`src/rtl/vram_arbiter.sv`:
```
// Single-port VRAM arbiter: the display read path always wins, host writes are posted
// through a small FIFO, and host reads are single-outstanding behind all posted writes.
`timescale 1ns/1ps

module vram_arbiter #(
  parameter int unsigned ADDR_WIDTH = 10,
  parameter int unsigned DATA_WIDTH = 8,
  parameter int unsigned FIFO_DEPTH = 4
) (
  input  logic                          clk,
  input  logic                          rst,
  input  logic                          disp_req,
  input  logic [ADDR_WIDTH-1:0]         disp_addr,
  output logic                          disp_valid,
  output logic [DATA_WIDTH-1:0]         disp_data,
  input  logic                          host_wr_valid,
  output logic                          host_wr_ready,
  input  logic [ADDR_WIDTH-1:0]         host_wr_addr,
  input  logic [DATA_WIDTH-1:0]         host_wr_data,
  input  logic                          host_rd_req,
  input  logic [ADDR_WIDTH-1:0]         host_rd_addr,
  output logic                          host_rd_ack,
  output logic [DATA_WIDTH-1:0]         host_rd_data,
  output logic [$clog2(FIFO_DEPTH):0]   fifo_count,
  output logic [ADDR_WIDTH-1:0]         mem_addr,
  output logic                          mem_write,
  output logic [DATA_WIDTH-1:0]         mem_wdata,
  input  logic [DATA_WIDTH-1:0]         mem_rdata
);

  localparam int unsigned PTR_W = $clog2(FIFO_DEPTH);
  localparam int unsigned CNT_W = PTR_W + 1;

  typedef enum logic [1:0] {RD_IDLE, RD_PEND, RD_DATA, RD_ACK} rd_state_t;
  typedef enum logic [1:0] {GNT_NONE, GNT_DISP, GNT_WR, GNT_RD} gnt_t;

  logic [ADDR_WIDTH-1:0] fifo_addr [FIFO_DEPTH];
  logic [DATA_WIDTH-1:0] fifo_data [FIFO_DEPTH];
  logic [PTR_W-1:0]      wr_ptr;
  logic [PTR_W-1:0]      rd_ptr;
  logic [CNT_W-1:0]      count;
  logic                  fifo_empty;
  logic                  push;
  logic                  pop;

  rd_state_t             rd_state;
  rd_state_t             rd_next;
  logic [ADDR_WIDTH-1:0] rd_addr;
  gnt_t                  gnt;

  assign fifo_count    = count;
  assign fifo_empty    = (count == '0);
  assign host_wr_ready = (count < CNT_W'(FIFO_DEPTH));
  assign push          = host_wr_valid & host_wr_ready;
  assign pop           = (gnt == GNT_WR);

  assign disp_data     = mem_rdata;
  assign host_rd_ack   = (rd_state == RD_ACK);

  // Fixed-priority grant; reads only go once every posted write has drained
  always_comb begin
    gnt = GNT_NONE;
    if (disp_req) begin
      gnt = GNT_DISP;
    end else if (!fifo_empty) begin
      gnt = GNT_WR;
    end else if (rd_state == RD_PEND) begin
      gnt = GNT_RD;
    end
  end

  // Memory port mux, all zero when nobody owns the cycle
  always_comb begin
    mem_addr  = '0;
    mem_write = 1'b0;
    mem_wdata = '0;
    case (gnt)
      GNT_DISP: mem_addr = disp_addr;
      GNT_WR: begin
        mem_addr  = fifo_addr[rd_ptr];
        mem_write = 1'b1;
        mem_wdata = fifo_data[rd_ptr];
      end
      GNT_RD:   mem_addr = rd_addr;
      default: ;
    endcase
  end

  // Posted-write storage; stale entries are harmless because pointers gate them
  always_ff @(posedge clk) begin
    if (push) begin
      fifo_addr[wr_ptr] <= host_wr_addr;
      fifo_data[wr_ptr] <= host_wr_data;
    end
  end

  always_ff @(posedge clk) begin
    if (rst) begin
      wr_ptr <= '0;
      rd_ptr <= '0;
      count  <= '0;
    end else begin
      if (push) wr_ptr <= wr_ptr + PTR_W'(1);
      if (pop)  rd_ptr <= rd_ptr + PTR_W'(1);
      case ({push, pop})
        2'b10:   count <= count + CNT_W'(1);
        2'b01:   count <= count - CNT_W'(1);
        default: count <= count;
      endcase
    end
  end

  always_ff @(posedge clk) begin
    if (rst) rd_state <= RD_IDLE;
    else     rd_state <= rd_next;
  end

  always_comb begin
    rd_next = rd_state;
    case (rd_state)
      RD_IDLE: if (host_rd_req) rd_next = RD_PEND;
      RD_PEND: if (gnt == GNT_RD) rd_next = RD_DATA;
      RD_DATA: rd_next = RD_ACK;
      RD_ACK:  rd_next = RD_IDLE;
      default: rd_next = RD_IDLE;
    endcase
  end

  always_ff @(posedge clk) begin
    if (rst) begin
      rd_addr      <= '0;
      host_rd_data <= '0;
      disp_valid   <= 1'b0;
    end else begin
      if (rd_state == RD_IDLE && host_rd_req) rd_addr <= host_rd_addr;
      if (rd_state == RD_DATA) host_rd_data <= mem_rdata;
      disp_valid <= disp_req;
    end
  end

endmodule

```
`config.mk`:
```
export PLATFORM = sky130hd
export DESIGN_NAME = vram_arbiter
export DESIGN_NICKNAME = d
export VERILOG_FILES = /design/src/rtl/vram_arbiter.sv
export SDC_FILE = /design/constraint.sdc
export NUM_CORES = 1
export LEC_CHECK = 0
export CORE_ASPECT_RATIO = 1.75
export CORE_MARGIN = 2
export CORE_UTILIZATION = 54
export DETAILED_ROUTE_END_ITERATION = 6
export PLACE_DENSITY = 0.87
export RECOVER_POWER = 50
export SYNTH_ARGS = -nofsm -noshare
export SYNTH_HDL_FRONTEND = slang
export SYNTH_SLANG_ARGS = --single-unit
```
`constraint.sdc`:
```
create_clock -name clk -period 4.6 [get_ports clk]
set_clock_uncertainty 0.2 [all_clocks]
set_input_delay 0.69 -clock clk [delete_from_list [all_inputs] [get_ports clk]]
set_output_delay 0.69 -clock clk [all_outputs]
set_load 0.05 [all_outputs]
```
==> results.yml <==
detailed_routing:
  route.antenna.remaining_nets: 0
  num_vias: 2605
  wl_per_cell_um: 17.5
  firstDrtPassIters: 5
  drt-initial-drc-count: 224
  viasPerCell: 5.58
  drcViolationCount: 0
  wl_mm: 8.16
timing:
  period_share: 0.807
  worst_pin_slew_ns: 1.06
  finalSetupViolations: 0
  timing.slew.headroom: 0.291
  max_freq_ghz: 0.270
  tns_ns: 0
  rsz0062_at_grt: "false"
  period_needed_ns: 3.71
  finalHoldViolCount: 0
  maxSlewViolCount: 0
logic_synthesis:
  synth_edf_count: 72
  synth_area_um2: 4280
  ys.flop_type: "edfxtp_1"
  synth_most_common_cell: "edfxtp_1"
  syn_nets: 352
  ys_types: 34
  synth_top_cell_by_area: "edfxtp_1"
  synth_area_per_cell_um2: 14.8
  syn_inst: 290
  ys_top_cells_by_area: "edfxtp_1, dfxtp_1, mux4_1, ha_1, nand2_1"
  yosys_warnings: 0
  synth_commonest_cells: "edfxtp_1, nand2_1, dfxtp_1"
  ys_seq_area_frac: 0.645
  netlist.area_leader.share: 0.505
  async_flop_share: 0
  synth-seq-cells: 102
cells_and_area:
  drive_gt1_frac: 0.104
  final_util: 0.695
  nets: 433
  area_delta_synth_final_pct: 26.6
floorplanning:
  die_h_um: 122
  die-area_um2: 8680
  start_util: 0.549
  floorplan.rows: 43
  die_w_um: 71.3
  io_pins: 92
  coreArea_um2: 7800
placed_design:
  port-buffer-count: 91
  place_congestion: 0.757
  hpwlAfterDp_mm: 5.58
critical_path:
  path_buf_inv: 3
  start_kind: "primary input"
  worstPathArrival_ns: 2.82
  cp_max_fo: 27
  crit_chain: "dlygate4sd3_1 -> clkbuf_1 -> nor3_1 -> a221o_1 -> buf_4"
  crit_cells: 5
  setup.worst_path.class: "in -> out"
  r2r_cells: 9
  crit_path_max_incr_delay_ns: 0.81
  cp.required_ns: 3.71
  cp_top_family: "buffers and inverters"
  slowest_stage: "clkbuf_1"
  endpoint_kind: "output pin"
clocking:
  cts_sinks: 102
  cts_hold_buf: 0
  numCtsBuffers: 9
  h-tree-depth: 3
  clk_latency_ns: 0.34
  postCtsResizedCells: 0
  post-cts-setup-buffers: 0
  cts_tree: "built"
  cts_buffer_depth: 2
  path_clk_slew_ns: 0.07
  root_buffer: "clkbuf_16"
flow_run:
  drv_cap: 0
power_and_ir_drop:
  p_total_mw: 2.92
  power_leakage_nw: 1.92
  pwr_density_cell_nw_per_um2: 540
  ir_worst_vdd_uv: 420
grt:
  gr-total-overflow: 0
  grt_max_degree: 30
  grt_pass1_vias: 2618
  grt_pass1_wl_mm: 12.7
  antenna_found_initial: 1
  grtUsageTotal: 0.197
run_status:
  status: "completed"
worst_hold_path:
  hp-class: "reg -> reg"
  min_path_cells: 2
==> tightest hold or removal path, stage by stage, from the launching register on <==
cell	delay [ns]
dfxtp_1	0.31
nand2_1	0.05
a21oi_1	0.05
==> logic make-up after synthesis <==
logic type                 synth area share
DFF                                   0.645
and+or+nand+nor                      0.0889
buffers and inverters                0.0427
AOI/OAI and AO/OA                    0.0532
muxes                                 0.130
adders and majority gates            0.0339
xor gates and xnor gates            0.00614
==> metrics by stage <==
stage	hold WS, ns	cells	setup slack, ns	cell area (µm²)
2_1_floorplan	0.237	290	1.27	4280
3_3_place_gp	0.244	450	1.44	5140
3_5_place_dp	0.247	450	1.37	5140
4_1_cts	0.258	466	1.44	5420
5_1_grt	0.272	467	0.747	5420
6_report	0.261	467	0.889	5420
==> metal layers <==
layer / global-route usage / part of all wire / vias up
met3: 0.0447 / 0.063 / 16
met2: 0.338 / 0.53 / 102
met4: 0.118 / 0.028 / 0
met5: 0 / 0 / -
met1: 0.218 / 0.38 / 1242
li1: - / - / 1245
==> registers in the layout (all words and copies together), names as in the netlist, 2 cells and up, named ones only <==
register      cells
wr_ptr            2
fifo_count        3
rd_state          2
host_rd_data      8
rd_ptr            2
fifo_data        32
rd_addr          10
fifo_addr        40
==> worst paths after layout <==
kind	slack [ns]	endpoint	start
min	0.26	rd_addr[6]	rd_addr[6]
min reg2reg	0.26	rd_addr[6]	rd_addr[6]
max reg2reg	1.43	fifo_count[2]	fifo_count[2]
max	0.89	mem_addr[7]	disp_req
==> cell usage in the layout (no fill, tap or decap), drive strengths merged, types with 2 or more instances in the layout <==
| cell type | synthesis | routed |
|---|---|---|
| clkinv | 0 | 2 |
| xor2 | 2 | 2 |
| or3 | 3 | 3 |
| mux4 | 18 | 18 |
| nor2 | 14 | 14 |
| nor2b | 3 | 3 |
| nand2 | 31 | 31 |
| and2 | 13 | 13 |
| ha | 10 | 10 |
| o21ai | 3 | 3 |
| clkdlybuf4s50 | 0 | 46 |
| inv | 10 | 14 |
| a221o | 10 | 10 |
| clkbuf | 11 | 11 |
| buf | 13 | 19 |
| dfxtp | 30 | 30 |
| dlygate4sd3 | 0 | 27 |
| a21oi | 17 | 17 |
| nor3 | 12 | 12 |
| mux2i | 9 | 9 |
| edfxtp | 72 | 72 |
==> area by class of cell <==
type	count	area [µm²]
repair buffers	94	881
multi-input cells	154	1340
clock inverters	7	62.6
fillers	527	2380
well taps	90	113
clock buffers	9	225
diodes	1	2.50
flip-flops and latches	102	2760
inverters	10	37.5
==> where the power goes <==
group          leakage [nW]  switching [mW]  internal [mW]  total, mW
Combinational         0.876           0.634          0.377       1.01
Sequential            0.906          0.0706           1.13       1.20
Clock                 0.139           0.337          0.378      0.715
No activity file was read; power rests on OpenSTA's default activity.
==> edit, RTL diff (same settings) <==
The 4 states of `rd_state_t` get a Gray code encoding in 2 bits.
--- a/src/rtl/vram_arbiter.sv
+++ b/src/rtl/vram_arbiter.sv
@@ -33,3 +33,3 @@
 
-  typedef enum logic [1:0] {RD_IDLE, RD_PEND, RD_DATA, RD_ACK} rd_state_t;
+  typedef enum logic [1:0] {RD_IDLE = 2'b00, RD_PEND = 2'b01, RD_DATA = 2'b11, RD_ACK = 2'b10} rd_state_t;
   typedef enum logic [1:0] {GNT_NONE, GNT_DISP, GNT_WR, GNT_RD} gnt_t;
Check against the original RTL: same outputs for any inputs over 4 cycles, from zero or initial values and one cycle with rst high; so few cycles prove little.
==> edit against the original RTL <==
The flow now finishes with violations (max-capacitance violations, max-slew violations); clock power grew 4.1%; core utilization rose by 1.8 points; setup slack worse by 240 ps; design area shrank 1.1%; power is 7.8% lower; sequential power decreased by 4%; synthesized area decreased by 2.8%; final cell count decreased by 5.8%; wire length is 2.0% higher; via count down 4.6%; sequential cell count unchanged; largest power group unchanged.
==> edit: results (changes against the original RTL) <==
* Run status: finished, violations left
* Violated checks: max-capacitance violations, max-slew violations
* Placed instance count at 424 (-5.8%)
* Max Slew Vio Count at 11 (+11)
* Vias in the first global route at 2,503 (-4.4%)
* Worst slack at placement at 660 ps (-708 ps)
* Lkg Pwr at 1.89 nW (-1.7%)
* Starting DRT DRC Count at 164 (-27%)
* Pwr Density at 503 nW/um^2 (-6.7%)
* Hold Path Origin: host_rd_data[3]$_SDFFE_PP0P_
* Placed cell area at 5060 sq um (-1.5%)
* Wire length per cell at 18.9 um (+8.3%)
* Synth cell count leaders: edfxtp_1 (72), dfxtp_1 (30), and2_1 (22)
* Initial antenna violation count at 0 (-1)
* Vias post-DR at 2,484 (-4.6%)
* Clk network pwr share at 27.6% (+3.2 points)
* Fin nets at 404 (-6.7%)
* Tightest Pin Transition at 1920 ps (+862 ps)
* Worst reg2reg setup slack at 1830 ps (+400 ps)
* DR vias/cell at 5.65 (+1.2%)
* WP data arrival at 3060 ps (+240 ps)
* Layout cells sized above 1 at 6.53% (-3.8 points)
* Syn Inst Count at 265 (-8.6%)
* First-pass GRT wire length at 12,800 um (+0.76%)
* Slowest-stage cell, CP: clkdlybuf4s50_1
* Fmax at 0.253 GHz (-6.2%)
* Mapped Nets at 322 (-8.5%)
* Combinational share of power at 29.6% (-5.0 points)
* Filler cell count at 495 (-6.1%)
* Routability cong. at 0.793 (+4.8%)
* Top cells by area, synth: edfxtp_1 (52%), dfxtp_1 (14%), mux4_1 (9.5%), and2_1 (3.3%), mux2i_1 (2.6%)
* Gr usage total at 20.5% (+0.88 points)
* CP Capture Point: mem_wdata[0]
* MaxCap Viol Count at 1 (+1)
* Ant. Diodes at 0 (-1)
* Detailed Place HPWL at 5460 um (-2.1%)
* Sw Pwr at 0.847 mW (-19%)
* Crit-path max FO at 16 (-41%)
* Peak VDD IR at 0.000427 V (+1.7%)
[edit: cell type report]
type                    instances  area (sq um)  share of cell area (%)
clock buffers                  12           278                    5.18
clock inverters                 4          26.3                   0.490
inverters                       9          33.8                   0.630
multi-input cells             132          1220                    22.8
flip-flops and latches        102          2760                    51.6
well taps                      88           110                    2.05
repair buffers                 93           926                    17.3
[edit: layer usage]
layer	vias to the layer above	routed length (um)	global-route usage, %
met5	-	0	0
met4	0	129	8.05
met3	10	487	6.21
met2	101	4570	35.4
met1	1205	3140	23.7
li1	1168	-	-
[edit: kinds of logic after synthesis]
group	share of synthesized area (%)
multiplexers	13.7
adder cells (fa/ha/maj)	1.99
XOR/XNOR	0.632
AND/OR/NAND/NOR	8.51
flip-flops	66.4
buffers and inverters	4.18
AO/OA/AOI/OAI	4.51
[edit: worst max-delay path, delay by kind of cell]
family / cells / cell delay [ps]
buffers and inverters: 3 / 1710
AND/OR/NAND/NOR: 2 / 660
